## src/rtl/hdlverifier_jtag_pkg.sv

```systemverilog
// Shared widths, frame field offsets, frame layout and FSM states for the JTAG user-DR decoder.
package hdlverifier_jtag_pkg;

  localparam int unsigned ADDR_WIDTH = 5;
  localparam int unsigned DATA_WIDTH = 32;
  localparam int unsigned FRAME_LEN  = ADDR_WIDTH + DATA_WIDTH + 1;

  localparam int unsigned DATA_LSB  = 0;
  localparam int unsigned ADDR_LSB  = DATA_WIDTH;
  localparam int unsigned WFLAG_BIT = ADDR_WIDTH + DATA_WIDTH;
  localparam int unsigned ERR_BIT   = WFLAG_BIT;

  // Bit counter saturates one past a legal frame so over-long frames stay distinguishable.
  localparam int unsigned CNT_MAX   = FRAME_LEN + 1;
  localparam int unsigned CNT_WIDTH = $clog2(CNT_MAX + 1);

  typedef enum logic [1:0] {
    IDLE   = 2'd0,
    SHIFT  = 2'd1,
    COMMIT = 2'd2
  } dr_state_e;

  // Same layout serves scan-in {write flag, addr, data} and scan-out {frame_err, addr, rdata}.
  typedef struct packed {
    logic                  flag;
    logic [ADDR_WIDTH-1:0] addr;
    logic [DATA_WIDTH-1:0] data;
  } dr_frame_t;

endpackage

```

## src/rtl/hdlverifier_jtag_shift_reg.sv

```systemverilog
// Frame-wide data register: parallel load on capture, LSB-first serial shift toward bit 0.
module hdlverifier_jtag_shift_reg
  import hdlverifier_jtag_pkg::*;
(
  input  logic                 clk_i,
  input  logic                 reset_i,
  input  logic                 load_i,
  input  logic [FRAME_LEN-1:0] load_val_i,
  input  logic                 shift_i,
  input  logic                 sdi_i,
  output logic [FRAME_LEN-1:0] q_o
);

  logic [FRAME_LEN-1:0] sr_q;

  always_ff @(posedge clk_i) begin
    if (reset_i) begin
      sr_q <= '0;
    end else if (load_i) begin
      sr_q <= load_val_i;
    end else if (shift_i) begin
      sr_q <= {sdi_i, sr_q[FRAME_LEN-1:1]};
    end
  end

  assign q_o = sr_q;

endmodule

```

## src/rtl/hdlverifier_jtag_dr_decoder.sv

```systemverilog
// User-DR command stage: assembles a scan frame into addr/wdata/write for the register bank
// and returns the previous read result plus sticky frame-length error on the next scan-out.
module hdlverifier_jtag_dr_decoder
  import hdlverifier_jtag_pkg::*;
(
  input  logic                  tck,
  input  logic                  reset,
  input  logic                  sel,
  input  logic                  capture_dr,
  input  logic                  shift_dr,
  input  logic                  update_dr,
  input  logic                  tdi,
  output logic                  tdo,
  output logic [ADDR_WIDTH-1:0] addr,
  output logic [DATA_WIDTH-1:0] wdata,
  output logic                  write,
  input  logic [DATA_WIDTH-1:0] rdata,
  output logic                  frame_err
);

  dr_state_e             state_q;
  logic [CNT_WIDTH-1:0]  bitcnt_q;
  logic [ADDR_WIDTH-1:0] addr_q;
  logic [DATA_WIDTH-1:0] wdata_q;
  logic                  write_q;
  logic                  frame_err_q;

  logic [FRAME_LEN-1:0]  sr;
  dr_frame_t             frame_in;
  dr_frame_t             frame_out;
  logic                  load_c;
  logic                  shift_c;

  // Update outranks capture; capture outranks shift; COMMIT ignores the TAP entirely.
  assign load_c  = sel && capture_dr && !update_dr && (state_q != COMMIT);
  assign shift_c = sel && shift_dr && !capture_dr && !update_dr && (state_q == SHIFT);

  assign frame_out = '{flag: frame_err_q, addr: addr_q, data: rdata};
  assign frame_in  = dr_frame_t'(sr);

  hdlverifier_jtag_shift_reg u_shift_reg (
    .clk_i      (tck),
    .reset_i    (reset),
    .load_i     (load_c),
    .load_val_i (FRAME_LEN'(frame_out)),
    .shift_i    (shift_c),
    .sdi_i      (tdi),
    .q_o        (sr)
  );

  always_ff @(posedge tck) begin
    if (reset) begin
      state_q     <= IDLE;
      bitcnt_q    <= '0;
      addr_q      <= '0;
      wdata_q     <= '0;
      write_q     <= 1'b0;
      frame_err_q <= 1'b0;
    end else begin
      write_q <= 1'b0;
      case (state_q)
        IDLE: begin
          if (load_c) begin
            bitcnt_q    <= '0;
            frame_err_q <= 1'b0;
            state_q     <= SHIFT;
          end
        end
        SHIFT: begin
          if (!sel) begin
            state_q <= IDLE;
          end else if (update_dr) begin
            if (bitcnt_q == CNT_WIDTH'(FRAME_LEN)) begin
              state_q <= COMMIT;
            end else begin
              frame_err_q <= 1'b1;
              state_q     <= IDLE;
            end
          end else if (capture_dr) begin
            bitcnt_q    <= '0;
            frame_err_q <= 1'b0;
          end else if (shift_dr && (bitcnt_q != CNT_WIDTH'(CNT_MAX))) begin
            bitcnt_q <= bitcnt_q + CNT_WIDTH'(1);
          end
        end
        COMMIT: begin
          addr_q  <= frame_in.addr;
          write_q <= frame_in.flag;
          if (frame_in.flag) begin
            wdata_q <= frame_in.data;
          end
          state_q <= IDLE;
        end
        default: state_q <= IDLE;
      endcase
    end
  end

  assign tdo       = sr[0];
  assign addr      = addr_q;
  assign wdata     = wdata_q;
  assign write     = write_q;
  assign frame_err = frame_err_q;

endmodule

```

## config.mk

```make
export PLATFORM = sky130hd
export DESIGN_NAME = hdlverifier_jtag_dr_decoder
export DESIGN_NICKNAME = d
export VERILOG_FILES = /design/src/rtl/hdlverifier_jtag_pkg.sv /design/src/rtl/hdlverifier_jtag_shift_reg.sv /design/src/rtl/hdlverifier_jtag_dr_decoder.sv
export SDC_FILE = /design/constraint.sdc
export NUM_CORES = 1
export LEC_CHECK = 0
export ABC_AREA = 1
export ABC_CLOCK_PERIOD_IN_PS = 2000
export CAP_MARGIN = 0
export CORE_ASPECT_RATIO = 0.6
export CORE_MARGIN = 4
export CORE_UTILIZATION = 50
export DETAILED_ROUTE_END_ITERATION = 10
export PLACE_DENSITY = 0.82
export SETUP_SLACK_MARGIN = 0.5
export SLEW_MARGIN = 20
export SYNTH_ARGS = -nofsm -noshare
export SYNTH_HDL_FRONTEND = slang
export SYNTH_SLANG_ARGS = --single-unit
```

## constraint.sdc

```tcl
create_clock -name tck -period 2 [get_ports tck]
set_input_delay 0.3 -clock tck [delete_from_list [all_inputs] [get_ports tck]]
set_output_delay 0.3 -clock tck [all_outputs]
set_load 0.01 [all_outputs]
```

==> out/results.tsv <==
stage	metric	value	unit
finish	diodes	0	
global_route	grt_pass1_vias	3406	
clock_network	cts_tree	yes	
clock_network	htree_levels	3	
job	cap_viol_max_count	0	
global_route	antenna_found_initial	0	
clock_network	cts-buffers-inserted	9	
place	place_hpwl	7010	um
floorplan	fp.dieArea	8870	sq um
yosys	synth_top_area_cell	dfxtp_1	
yosys	synth_mux_area_frac	0	
sta	rsz0062_at_grt	true	
clock_network	clk_latency	340	ps
finish	area_growth	34.4	%
sta	relSlewSlack	0.550	
finish	final_common_cell	nand2_1	
yosys	ys_ff_latch	85	
run_status	status	complete, no violations	
yosys	netlist_area	3690	sq um
setup_path	path_class	flip-flop to flip-flop	
sta	finalCritPeriodShare	0.744	
sta	drv_slew	0	
yosys	synthDistinctLibCells	27	
global_route	grt_pass1_wl	17200	um
yosys	synth-adder-area-share	0.00678	
yosys	synth_nets	538	
floorplan	die_w	119	um
global_route	grt.busiest_layer	met2	
yosys	yosys.area_share.simple	0.338	
sta	setup_viol	0	
place	finalWeightedCongestion	0.871	
sta	finalSetupTns	0	ps
min_path	worstHoldEndpoint	state_q[1]	
global_route	use_met1	0.350	
clock_network	cts.sinks	85	
setup_path	end_kind	flip-flop	
yosys	yosys-top-cells-area	dfxtp_1 (46%), nand2_1 (11%), nand3_1 (10%)	
yosys	synth_xor_area_frac	0	
floorplan	fp.dieH	74.6	um
global_route	met2_usage	0.353	
min_path	min_path_cells	3	
clock_network	clkTransAtPathRegs	70	ps
detailed_routing	dr.pass1.iters	5	
sta	worstMarginPinSlew	675	ps
yosys	yosysSeqAreaShare	0.461	
setup_path	reg2reg_from	state_q[1]	
detailed_routing	drc_errors	0	
finish	seq_area	1710	sq um
detailed_routing	first_iter_violations	423	
sta	fin_skew	7.96	ps
detailed_routing	via_per_inst	5.94	
sta	hold_viol	0	
finish	layout_common_cells	nand2_1 (111), dfxtp_1 (81), nand3_1 (75), nor2_1 (46), dlygate4sd2_1 (39)	
floorplan	ios	79	
finish	multi_input_area	1730	sq um
detailed_routing	drt-wirelength-per-cell	17.4	um
min_path	hp-start	update_dr	
sta	period_minus_slack	1490	ps
pwr	leakage	2.01	nW
setup_path	crit_required	2260	ps
global_route	grt_max_degree	65	
finish	final.fill_count	517	
setup_path	ff2ff_setup_slack	510	ps
detailed_routing	drt_wl_total	11500	um
detailed_routing	ant_nets	0	
floorplan	core	6910	sq um
setup_path	start_kind	flip-flop	
place	place_area	4500	sq um
yosys	yosys_warnings	0	
floorplan	start_util	0.535	
clock_network	cts_buffer_depth	2	
pwr	vdd.ir_drop.worst	389	uV
floorplan	rows	23	
min_path	holdCritPathClass	input port to flip-flop	
yosys	synth_compound_area_frac	0.117	
setup_path	crit_arrival	1750	ps
sta	fmaxAchievable	672	MHz
global_route	overflow	0	
setup_path	reg2reg_depth	8	
finish	nets	613	
finish	drive_gt1_frac	0.111	
global_route	grt_usage	0.241	
yosys	syn_area_per_cell	7.43	sq um
global_route	grt_util_met3	0.0653	
setup_path	timing.rr.end	u_shift_reg.q_o[28]	
clock_network	ctsHoldBuffers	0	
finish	fin_area	4960	sq um
setup_path	critPathMaxFanout	14	
yosys	synth_top_area_share	0.461	
yosys	synthesis.instances	497	
yosys	synth_top_family_by_area	simple AND/OR/NAND/NOR gates	
place	io_buffers	78	
detailed_routing	vias	3944	
clock_network	cts-root-buf	clkbuf_16	
pwr	power.density	728	nW/um^2
-- worst max-delay path by stage --
stage / startpoint / to / depth (start not counted) / slack [ps]
finish: state_q[1] / u_shift_reg.q_o[28] / 8 / 510
global placement: capture_dr / u_shift_reg.q_o[22] / 9 / 190
global route: state_q[1] / u_shift_reg.q_o[28] / 8 / 440
CTS: wdata[8] / wdata[8] / 1 / 500
floorplan: bitcnt_q[0] / bitcnt_q[2] / 10 / 710
detailed placement: capture_dr / u_shift_reg.q_o[2] / 10 / 80
-- synthesized netlist by cell type (all sizes together) --
cell type	n
o21ai	10
a21oi	39
nand2	115
dfxtp	85
clkbuf	18
nor2	49
or2	2
nor3	5
ha	2
nand3	76
a31oi	25
nor4	2
buf	22
o211ai	4
inv	18
nand4	25
-- flip-flops by register name, indices dropped and copies added, names as in the netlist --
| name | flops |
|---|---|
| write | 1 |
| addr | 5 |
| bitcnt_q | 6 |
| frame_err | 1 |
| u_shift_reg.q_o | 38 |
| state_q | 2 |
| wdata | 32 |
-- through the flow --
step,instances,hold slack (ps),utilization,total power [mW],setup WS [ps]
final,664,255,0.718,3.61,511
after global routing,664,268,0.718,3.74,435
after CTS,656,460,0.693,3.59,501
after detailed placement,639,451,0.651,2.06,83.4
after global placement,639,449,0.651,2.06,189
after floorplan,497,432,-,1.93,712
-- where the power goes --
part	leakage [nW]	switching [mW]	internal, mW
clock	0.133	0.703	0.850
combinational	1.18	0.167	0.141
sequential	0.690	0.0294	1.72
-- metal layers --
layer,routed length (um),vias up
met4,197,0
met5,0,-
li1,-,1849
met2,4960,257
met3,1260,32
met1,5130,1806
-- final cells by class --
type	instances	share of cell area
Clock buffer	10	0.0461
Clock inverter	6	0.00958
Inverter	18	0.0151
Multi-Input combinational cell	354	0.348
Sequential cell	85	0.344
Tap cell	87	0.0219
Timing Repair Buffer	104	0.215
-- logic make-up after synthesis --
group	count (synthesis)
fa+ha+maj	2
compound gates	78
buf+inv	58
simple gates	274
flops	85
-- critical path, stage by stage, from the launching register on --
cell and delay, ps:
dfxtp_4 380, inv_2 60, nor2_4 170, inv_4 80, nand2_4 140, buf_4 150, clkbuf_16 160, nand3_1 90
a21oi_1 180
-- repair_timing --
item	4_1_cts	5_1_grt
pin swaps	0	5
resized for setup	47	21
endpoints found under the setup margin	82	50
gates cloned	1	3
setup buffers	0	5
Power figures use the tool's default switching activity.
